### src/rtl/uart_tx_fifo.sv
// rtl/uart_tx_fifo.sv - buffered 8N1 UART transmitter with character FIFO
//
// Queues single-cycle character strobes in a circular FIFO and shifts each
// character out LSB-first as start bit, 8 data bits and stop bit, each bit
// held BAUDDIV clock cycles. Frames run gapless while the FIFO holds data.
//
// Ports:
//   CLK    in   system clock, rising edge
//   RST_N  in   synchronous active-low reset
//   I_STB  in   character valid strobe, one cycle per character
//   I_DAT  in   [7:0] character, valid with I_STB
//   O_TXD  out  registered serial output, idle high
//   O_BUSY out  registered: FIFO non-empty or frame in progress
//   O_OVF  out  sticky: a character was dropped on a full FIFO
module uart_tx_fifo #(
  parameter int BAUDDIV    = 868,
  parameter int FIFO_DEPTH = 16
) (
  input  logic       CLK,
  input  logic       RST_N,
  input  logic       I_STB,
  input  logic [7:0] I_DAT,
  output logic       O_TXD,
  output logic       O_BUSY,
  output logic       O_OVF
);

  localparam int PW = $clog2(FIFO_DEPTH);
  localparam int CW = PW + 1;
  localparam int BW = $clog2(BAUDDIV);

  localparam logic [CW-1:0] DEPTH_C  = CW'(FIFO_DEPTH);
  localparam logic [BW-1:0] RELOAD_C = BW'(BAUDDIV - 1);

  typedef enum logic [1:0] {IDLE, START, DATA, STOP} state_t;

  logic [7:0]    mem [FIFO_DEPTH];
  logic [PW-1:0] wr_ptr;
  logic [PW-1:0] rd_ptr;
  logic [CW-1:0] count;
  logic [CW-1:0] count_nxt;

  state_t        state;
  state_t        state_nxt;
  logic [BW-1:0] baud;
  logic [BW-1:0] baud_nxt;
  logic [7:0]    shift;
  logic [7:0]    shift_nxt;
  logic [2:0]    idx;
  logic [2:0]    idx_nxt;
  logic          txd_nxt;
  logic          busy_nxt;

  logic          pop;
  logic          push;
  logic          drop;
  logic          fifo_nempty;
  logic          baud_zero;

  assign fifo_nempty = (count != '0);
  assign baud_zero   = (baud == '0);

  // A full FIFO still accepts a character when the FSM pops on the same edge.
  assign push = I_STB && ((count != DEPTH_C) || pop);
  assign drop = I_STB && !push;

  always_comb begin
    count_nxt = count;
    if (push && !pop) begin
      count_nxt = count + CW'(1);
    end else if (!push && pop) begin
      count_nxt = count - CW'(1);
    end
  end

  always_comb begin
    state_nxt = state;
    baud_nxt  = baud;
    shift_nxt = shift;
    idx_nxt   = idx;
    txd_nxt   = O_TXD;
    pop       = 1'b0;
    case (state)
      IDLE: begin
        txd_nxt = 1'b1;
        if (fifo_nempty) begin
          pop       = 1'b1;
          shift_nxt = mem[rd_ptr];
          txd_nxt   = 1'b0;
          baud_nxt  = RELOAD_C;
          state_nxt = START;
        end
      end
      START: begin
        baud_nxt = baud - BW'(1);
        if (baud_zero) begin
          txd_nxt   = shift[0];
          baud_nxt  = RELOAD_C;
          idx_nxt   = 3'd0;
          state_nxt = DATA;
        end
      end
      DATA: begin
        baud_nxt = baud - BW'(1);
        if (baud_zero) begin
          baud_nxt = RELOAD_C;
          if (idx != 3'd7) begin
            shift_nxt = {1'b0, shift[7:1]};
            txd_nxt   = shift[1];
            idx_nxt   = idx + 3'd1;
          end else begin
            txd_nxt   = 1'b1;
            state_nxt = STOP;
          end
        end
      end
      STOP: begin
        baud_nxt = baud - BW'(1);
        if (baud_zero) begin
          if (fifo_nempty) begin
            // Next start bit begins on the edge that ends this stop bit.
            pop       = 1'b1;
            shift_nxt = mem[rd_ptr];
            txd_nxt   = 1'b0;
            baud_nxt  = RELOAD_C;
            state_nxt = START;
          end else begin
            baud_nxt  = '0;
            state_nxt = IDLE;
          end
        end
      end
      default: begin
        state_nxt = IDLE;
        txd_nxt   = 1'b1;
      end
    endcase
  end

  assign busy_nxt = (state_nxt != IDLE) || (count_nxt != '0);

  always_ff @(posedge CLK) begin
    if (!RST_N) begin
      state  <= IDLE;
      baud   <= '0;
      shift  <= '0;
      idx    <= '0;
      O_TXD  <= 1'b1;
      O_BUSY <= 1'b0;
      O_OVF  <= 1'b0;
      wr_ptr <= '0;
      rd_ptr <= '0;
      count  <= '0;
    end else begin
      state  <= state_nxt;
      baud   <= baud_nxt;
      shift  <= shift_nxt;
      idx    <= idx_nxt;
      O_TXD  <= txd_nxt;
      O_BUSY <= busy_nxt;
      count  <= count_nxt;
      if (drop) begin
        O_OVF <= 1'b1;
      end
      if (push) begin
        wr_ptr <= wr_ptr + PW'(1);
      end
      if (pop) begin
        rd_ptr <= rd_ptr + PW'(1);
      end
    end
  end

  // Storage carries no reset; pointers and count define what is valid.
  always_ff @(posedge CLK) begin
    if (RST_N && push) begin
      mem[wr_ptr] <= I_DAT;
    end
  end

endmodule

### config.mk
export PLATFORM = sky130hd
export DESIGN_NAME = uart_tx_fifo
export DESIGN_NICKNAME = d
export VERILOG_FILES = /design/src/rtl/uart_tx_fifo.sv
export SDC_FILE = /design/constraint.sdc
export NUM_CORES = 1
export LEC_CHECK = 0
export ABC_AREA = 1
export BUFFER_PORTS_ARGS = -buffer_cell sky130_fd_sc_hd__buf_2
export CAP_MARGIN = 10
export CORE_ASPECT_RATIO = 2
export CORE_MARGIN = 8
export CORE_UTILIZATION = 41
export DETAILED_ROUTE_END_ITERATION = 6
export GPL_TIMING_DRIVEN = 0
export PLACE_DENSITY_LB_ADDON = 0.2
export SLEW_MARGIN = 20
export SYNTH_ARGS = -nofsm -noshare
export SYNTH_HDL_FRONTEND = slang
export SYNTH_SLANG_ARGS = --single-unit
export TNS_END_PERCENT = 1
### constraint.sdc
create_clock -name CLK -period 5.33 [get_ports CLK]
set_input_delay 0.7995 -clock CLK [delete_from_list [all_inputs] [get_ports CLK]]
set_output_delay 0.7995 -clock CLK [all_outputs]
set_load 0.01 [all_outputs]
==> metrics.yaml <==
layout:
  fin_nets: 762
  fin_util: 0.469
  diodes: 0
  fin_area_mm2: 0.00846
  fin_cells: 963
  final_cell_mix: "edfxtp_1 (128), nor2_1 (95), nand2_1 (80), o21ai_0 (80), inv_1 (44)"
  final_common_cell: "edfxtp_1"
  area_growth_syn_to_layout_pct: 13.3
  layout-drive-gt1-share: 0.115
  fillers: 1655
logic_synthesis:
  synth-edff-count: 128
  syn_area_mm2: 0.00746
  synth_cells: 699
  synth-seq-cells: 171
  syn_area_per_cell_um2: 10.7
  ys.flop_type: "edfxtp_1"
  synth_fp_nets: 727
  ys_warn_count: 0
  yosysSeqAreaShare: 0.631
  synthArstFlopShare: 0
  synth_cell_types: 36
sta:
  slew_viol_final: 0
  post-route-period-util: 0.569
  fmax_ghz: 0.330
  rsz0062_at_grt: "false"
  tightest_slew_ns: 1.09
  min_period_ns: 3.03
  relSlewSlack: 0.274
  timing.hold.ws_ns: 0.450
  setup_slack_ns: 2.30
  setup-violations-final: 0
  fin_skew_ns: 0.0137
  finalSetupTns_ns: 0
  finalHoldViolCount: 0
min_path:
  hold_path_depth: 2
  hold_class: "flop to flop"
drt:
  antenna_left: 0
  drcViolationCount: 0
  drt_iter0_drc: 379
  vias: 5309
  drt-total-wl_um: 18800
  viasPerCell: 5.51
  wl_per_cell_um: 19.5
  first_pass_iters: 4
clock_network:
  clock_path_buffers: 2
  cts-buffers-inserted: 17
  cts_tree: "done"
  htree_levels: 4
  clk_pin_slew_ns: 0.07
  cts_hold_buf: 0
  clock_tree.root_cell: "clkbuf_16"
  postCtsSetupBuffers: 0
  cts_resized: 0
  clock_sinks: 171
  clock_latency_ns: 0.43
floorplanning:
  start_util: 0.414
  dieArea_mm2: 0.0230
  core_mm2: 0.0180
  io_pins: 14
  num_rows: 70
  dieWidth_um: 111
  die_h_um: 207
critical_path:
  critPathLaunchType: "flop"
  cp_max_fo: 8
  critPathKind: "flop to flop"
  end_kind: "flop"
  reg2reg_depth: 13
  reg2reg_setup_slack_ns: 2.30
  crit_arrival_ns: 3.08
  cp.required_ns: 5.37
global_route:
  grt_max_degree: 21
  grt_pass1_wl_um: 29500
  antenna_found_initial: 0
  grt_pass1_vias: 5276
  overflow: 0
  grtUsageTotal: 0.168
power:
  power.switching_mw: 1.65
  p_per_area_mw_per_mm2: 503
  power_frac_comb: 0.327
  intPower_mw: 2.60
  switching_share: 0.389
  power.share.sequential: 0.378
  p_leak_nw: 3.04
  clkPwrFrac: 0.296
  finalPower_mw: 4.25
  peakVddDrop_mv: 0.220
placement:
  dp_cells: 931
  finalWeightedCongestion: 0.872
  portBuffers: 13
  place_area_mm2: 0.00784
  post-place-ws_ns: 2.28
  dp_hpwl_um: 12600
job:
  cap_violations: 0
outcome:
  outcome: "complete, no violations"
[state kept, by name (all words and copies together) (netlist names), named ones only]
signal  flops
state       2
idx         3
shift       8
rd_ptr      4
baud       10
count       5
mem       128
O_TXD       1
O_BUSY      1
wr_ptr      4
O_OVF       1
[routing by layer]
metal | track usage | vias to the layer above | part of all wire
li1 | - | 2565 | -
met2 | 0.284 | 152 | 0.50
met4 | 0.0882 | 0 | 0.027
met1 | 0.203 | 2565 | 0.42
met5 | 0 | - | 0
met3 | 0.0260 | 27 | 0.045
[path summary, 6_finish.rpt]
check | endpoint | startpoint
hold reg to reg | O_OVF$_SDFFE_PN0P_ | O_OVF$_SDFFE_PN0P_
hold / removal | O_OVF$_SDFFE_PN0P_ | O_OVF$_SDFFE_PN0P_
setup reg to reg | mem[13][0]$_DFFE_PP_ | state[0]$_SDFF_PN0_
setup / recovery | mem[13][0]$_DFFE_PP_ | state[0]$_SDFF_PN0_
[synthesized netlist by cell type (3+ instances only)]
master	count	area [um^2]
edfxtp_1	128	3840
nor2_1	95	357
nand2_1	80	300
o21ai_0	80	400
inv_1	44	165
dfxtp_1	43	861
a21oi_1	33	165
nand3_1	33	165
clkbuf_1	27	101
o221ai_1	20	175
ha_1	17	213
o211ai_1	13	97.6
o22ai_1	11	68.8
nor3_1	10	50.1
nand4_1	9	56.3
nand2_2	7	43.8
nor2_4	7	78.8
xor2_1	7	61.3
inv_2	6	22.5
nand3_2	4	40.0
o21ai_1	4	20.0
a211oi_1	3	22.5
[power groups by stage]
stage          combinational (mW)  clock (mW)  sequential (mW)
3_5_place_dp                 1.37           0             1.63
2_1_floorplan               0.997           0             1.62
3_3_place_gp                 1.36           0             1.63
4_1_cts                      1.38        1.27             1.60
5_1_grt                      1.57        1.32             1.62
6_report                     1.39        1.26             1.60
[critical path: stages (launching register included)]
cell	delay [ns]
dfxtp_1	0.39
inv_1	0.13
ha_1	0.36
inv_1	0.10
nand2_1	0.07
inv_2	0.13
nand2_4	0.08
clkinv_2	0.09
nor2_4	0.05
nor2_8	0.11
inv_2	0.08
nor2_4	0.12
nand2_2	0.10
nor2_1	0.83
[logic make-up (layout without fill, tap and decap cells)]
logic type	count (synthesis)	in the layout	share of synthesized area
AO/OA/AOI/OAI	169	169	0.133
XOR/XNOR	8	8	0.00939
AND/OR/NAND/NOR	252	252	0.157
flip-flops	171	171	0.631
adder cells (fa/ha/maj)	17	17	0.0285
buffers and inverters	82	130	0.0419
[cell type report]
| class | count | area [um^2] | area share |
|---|---|---|---|
| Clock buffer | 17 | 425 | 0.0503 |
| Timing Repair Buffer | 16 | 91.3 | 0.0108 |
| Tap cell | 216 | 270 | 0.0320 |
| Sequential cell | 171 | 4700 | 0.556 |
| Inverter | 53 | 201 | 0.0238 |
| Buffer | 29 | 111 | 0.0132 |
| Multi-Input combinational cell | 446 | 2460 | 0.291 |
| Clock inverter | 15 | 188 | 0.0222 |
Power figures use the tool's default switching activity.
